--- src/rtl/rob_commit.sv ---
// In-order retirement stage: pops ready ROB head entries, writes the register
// file one cycle later, and issues stores through a single-outstanding handshake.
package rob_commit_pkg;
  localparam int unsigned XLEN = 32;
  localparam logic [4:0] ZERO_REG = 5'd0;

  typedef struct packed {
    logic            valid;
    logic            wr_mem;
    logic [4:0]      dest_reg;
    logic [XLEN-1:0] value;
    logic [XLEN-1:0] dest_addr;
  } ROB_ENTRY;
endpackage

module rob_commit
  import rob_commit_pkg::*;
#(
  parameter int unsigned CNT_WIDTH     = 32,
  parameter int unsigned STORE_TIMEOUT = 64
) (
  input  logic                 clock,
  input  logic                 reset,
  input  ROB_ENTRY             head_entry,
  input  logic                 head_ready,
  output logic                 rob_pop,
  output logic                 rf_wr_en,
  output logic [4:0]           rf_wr_idx,
  output logic [XLEN-1:0]      rf_wr_data,
  output logic                 mem_req_valid,
  output logic [XLEN-1:0]      mem_req_addr,
  output logic [XLEN-1:0]      mem_req_data,
  input  logic                 mem_req_ready,
  output logic [CNT_WIDTH-1:0] retired_count,
  output logic                 mem_err
);

  localparam int unsigned TW = $clog2(STORE_TIMEOUT + 1);

  typedef enum logic {RUN, ST_WAIT} state_t;

  state_t        state;
  logic [TW-1:0] tmo_cnt;
  logic          commit;

  assign commit = head_entry.valid && head_ready;

  always_comb begin
    rob_pop = 1'b0;
    if (reset) begin
      case (state)
        RUN:     rob_pop = commit && !head_entry.wr_mem;
        ST_WAIT: rob_pop = mem_req_ready;
        default: rob_pop = 1'b0;
      endcase
    end
  end

  always_ff @(posedge clock or negedge reset) begin
    if (!reset) begin
      state         <= RUN;
      rf_wr_en      <= 1'b0;
      rf_wr_idx     <= '0;
      rf_wr_data    <= '0;
      mem_req_valid <= 1'b0;
      mem_req_addr  <= '0;
      mem_req_data  <= '0;
      retired_count <= '0;
      mem_err       <= 1'b0;
      tmo_cnt       <= '0;
    end else begin
      rf_wr_en <= 1'b0;
      case (state)
        RUN: begin
          if (commit && !head_entry.wr_mem) begin
            retired_count <= retired_count + CNT_WIDTH'(1);
            if (head_entry.dest_reg != ZERO_REG) begin
              rf_wr_en   <= 1'b1;
              rf_wr_idx  <= head_entry.dest_reg;
              rf_wr_data <= head_entry.value;
            end
          end else if (commit) begin
            mem_req_valid <= 1'b1;
            mem_req_addr  <= head_entry.dest_addr;
            mem_req_data  <= head_entry.value;
            tmo_cnt       <= '0;
            state         <= ST_WAIT;
          end
        end
        ST_WAIT: begin
          if (mem_req_ready) begin
            mem_req_valid <= 1'b0;
            retired_count <= retired_count + CNT_WIDTH'(1);
            state         <= RUN;
          end else begin
            if (tmo_cnt != TW'(STORE_TIMEOUT))
              tmo_cnt <= tmo_cnt + TW'(1);
            // error raised on the same edge the counter reaches the limit
            if (tmo_cnt >= TW'(STORE_TIMEOUT - 1))
              mem_err <= 1'b1;
          end
        end
        default: state <= RUN;
      endcase
    end
  end

endmodule

--- config.mk ---
export PLATFORM = sky130hd
export DESIGN_NAME = rob_commit
export DESIGN_NICKNAME = d
export VERILOG_FILES = /design/src/rtl/rob_commit.sv
export SDC_FILE = /design/constraint.sdc
export NUM_CORES = 1
export LEC_CHECK = 0
export ABC_AREA = 0
export CAP_MARGIN = 25
export CORE_AREA = 2 2 94 165
export DETAILED_ROUTE_END_ITERATION = 8
export DIE_AREA = 0 0 96 167
export GPL_ROUTABILITY_DRIVEN = 0
export PLACE_DENSITY = 0.72
export SLEW_MARGIN = 20
export SYNTH_ARGS = -nofsm -noshare
export SYNTH_HDL_FRONTEND = slang
export SYNTH_SLANG_ARGS = --single-unit
--- constraint.sdc ---
create_clock -name clock -period 1.95 [get_ports clock]
set_input_delay 0.39 -clock clock [delete_from_list [all_inputs] [get_ports clock]]
set_output_delay 0.39 -clock clock [all_outputs]
set_load 0.02 [all_outputs]
==> flow_summary.json <==
{
  "n_fill_cell": 1223,
  "top_layer": "met4",
  "cp.buffers_inverters": 1,
  "clock_skew_ns": 0.0111,
  "wirelength_mm": 15.7,
  "power_w": 0.00966,
  "synthFlopType": "dfrtp_1",
  "pin_count": 212,
  "port_buffers": 211,
  "fin_nets": 849,
  "peakVddDrop_v": 0.000646,
  "reg2reg_setup_slack_ns": 0.17,
  "setup_viol": 0,
  "rows": 59,
  "rr_endpoint": "retired_count[15]",
  "finalMaxSlewViolations": 0,
  "synth.distinct_cells": 37,
  "ys_warn_count": 0,
  "status": "finished clean",
  "critical_path_class": "reg2out",
  "synth.net_count": 620,
  "detailed_place.area_sq_mm": 0.00822,
  "cp.arrival_ns": 1.50,
  "dieWidth_microns": 96,
  "antennaDiodeCount": 0,
  "rsz0062_at_grt": "no",
  "clk_pin_slew_worst_paths_ns": 0.06,
  "setup_slack_ns": 0.0608,
  "cts_tree": "built",
  "synthArstFlopShare_pct": 100,
  "core_sq_mm": 0.0147,
  "wl_met2_mm": 8.48,
  "cpLargestDelayFamily": "buffers and inverters",
  "yosysSeqAreaShare_pct": 62.3,
  "end_kind": "output pin",
  "grt_first_pass_wirelength_mm": 25.3,
  "total_leakage_power_nw": 4.12,
  "fin_hold_ws_ns": 0.0597,
  "drt_iter0_markers": 177,
  "start_util_pct": 39.4,
  "finalCritPeriodShare_pct": 96.9,
  "tightest_slew_ns": 0.807,
  "antenna_found_initial": 0,
  "fin_crit_ns": 1.89,
  "root_buffer": "clkbuf_16",
  "crit_required_ns": 1.56,
  "fmax_ghz": 0.529,
  "maxCapViolCount": 0,
  "grt_start_max_net_pins": 145,
  "synth.avg_cell_area_sq_um": 10.7,
  "grt-ovfl-total": 0,
  "stdcell_area_sq_mm": 0.00882,
  "syn2layout_area_growth_pct": 52.6,
  "finalSetupTns_ns": 0,
  "max_slew_margin_pct": 46.2,
  "grt_pass1_vias": 5068,
  "syn_inst": 542,
  "power_density_mw_per_mm2": 1090,
  "grt_usage_pct": 20.3,
  "syn_area_sq_mm": 0.00578,
  "cts_num_sinks": 144,
  "htreeDepth": 4,
  "ys_ff_latch": 144,
  "clockBufferDepth": 2,
  "drtPass1Iterations": 4,
  "place_hpwl_mm": 11.1,
  "clk_latency_ns": 0.41,
  "m1WireLength_mm": 5.71,
  "min_path_type": "in2async",
  "drive_gt1_share_pct": 10.1,
  "cp-start-kind": "register",
  "cts_buffers": 17,
  "r2r_start": "state",
  "slowest_stage": "clkdlybuf4s50_1",
  "slowest_delay_ns": 0.64,
  "dieArea_sq_mm": 0.0160,
  "vias_per_cell": 4.93,
  "pre_cts_ws_ns": -0.434,
  "wl_per_cell_microns": 16.2,
  "drc": 0,
  "wl_met3_mm": 1.02,
  "ctsHoldBuffers": 0,
  "r2r_cells": 7,
  "vias": 4771,
  "worstPathCellList": "clkdlybuf4s50_1",
  "die_h_microns": 167,
  "hold_viol": 0,
  "path_max_fanout": 6,
  "antenna_left": 0,
  "synth-edff-count": 0
}
-- cells in the mapped netlist (2+ instances only) --
master	n	share of area, %
nor2_1	5	0.32
and4_1	2	0.30
and3_1	7	0.76
mux2_2	19	3.7
nor2b_1	2	0.22
dfrtp_1	144	62
ha_1	3	0.65
o21ai_0	5	0.43
inv_1	7	0.45
nand4b_1	2	0.30
nor3_1	2	0.17
nand2b_1	2	0.22
a211oi_2	2	0.43
mux2_1	14	2.7
clkbuf_1	13	0.84
xnor2_1	27	4.1
nand3_1	17	1.5
nor4_1	2	0.22
nand4_1	17	1.8
buf_6	3	0.58
xor2_1	7	1.1
buf_4	2	0.26
buf_2	3	0.26
buf_1	2	0.13
a21oi_1	4	0.35
nand2_1	218	14
-- power breakdown --
part | switching [W] | internal (W)
Clock | 0.00127 | 0.00193
Sequential | 0.000345 | 0.00351
Combinational | 0.00133 | 0.00128
Total | 0.00294 | 0.00672
-- routing by layer --
metal | vias to the layer above | global-route usage, %
met5 | - | 0
met4 | 0 | 8.20
met3 | 29 | 6.15
met2 | 182 | 35.7
met1 | 2339 | 22.1
li1 | 2221 | -
-- area by class of cell --
type	count	area, sq um	area share [%]
Inverter	7	26.3	0.298
Tap cell	183	229	2.59
Multi-Input combinational cell	368	2040	23.1
Timing Repair Buffer	233	2340	26.6
Sequential cell	144	3600	40.8
Clock inverter	11	130	1.47
Clock buffer	21	450	5.10
-- cell families after synthesis --
group	share of synthesized area, %
AO/OA/AOI/OAI	1.84
XOR/XNOR	5.15
adder cells (fa/ha/maj)	0.649
buffers and inverters	2.53
flip-flops	62.3
multiplexers	6.43
AND/OR/NAND/NOR	21.1
-- per-stage QoR --
step | util [%] | std cells
3_3_place_gp | 56.0 | 934
5_1_grt | 60.1 | 967
3_5_place_dp | 56.0 | 934
2_1_floorplan | - | 542
6_report | 60.1 | 967
4_1_cts | 59.9 | 967
-- timing repair --
action / CTS / global route
gates resized for setup: 4 / 8
pin swaps: 1 / 1
endpoints found under the setup margin: 1 / 7
buffers inserted: 1 / 0
-- state kept, by name, indices dropped and copies added (netlist names) --
name           cells
mem_req_valid      1
mem_req_data      32
state              1
rf_wr_en           1
mem_req_addr      32
tmo_cnt            7
retired_count     32
mem_err            1
rf_wr_idx          5
rf_wr_data        32
-- worst max-delay path by stage --
stage                            startpoint           endpoint  cells past startpoint
after floorplan              head_entry[64]     rf_wr_data[13]                      5
after global placement           head_ready            rob_pop                      5
after detailed placement         head_ready            rob_pop                      5
after CTS                 retired_count[17]  retired_count[17]                      1
after global routing      retired_count[18]  retired_count[18]                      1
final                     retired_count[18]  retired_count[18]                      1
-- placed cells by master, fill, tap and decap left out, types with 2 or more instances in the layout --
master | netlist | layout
clkbuf_1 | 13 | 3
ha_1 | 3 | 3
a21oi_1 | 4 | 4
nand4b_1 | 2 | 2
nand2b_1 | 2 | 2
mux2_1 | 14 | 14
xor2_1 | 7 | 7
o21ai_0 | 5 | 5
xnor2_1 | 27 | 27
nand4_1 | 17 | 17
nand3_1 | 17 | 17
and4_1 | 2 | 2
nor2_1 | 5 | 5
clkdlybuf4s50_1 | 0 | 203
mux2_2 | 19 | 19
nor2b_1 | 2 | 2
clkinvlp_4 | 0 | 4
nor4_1 | 2 | 2
inv_1 | 7 | 7
buf_6 | 3 | 2
bufinv_16 | 0 | 2
inv_6 | 0 | 3
nand2_1 | 218 | 218
dfrtp_1 | 144 | 144
dlymetal6s2s_1 | 0 | 6
buf_12 | 0 | 4
nor3_1 | 2 | 2
a211oi_2 | 2 | 2
and3_1 | 7 | 7
buf_4 | 2 | 18
clkbuf_16 | 0 | 17
Note: power is estimated with default switching activity, not from simulation.
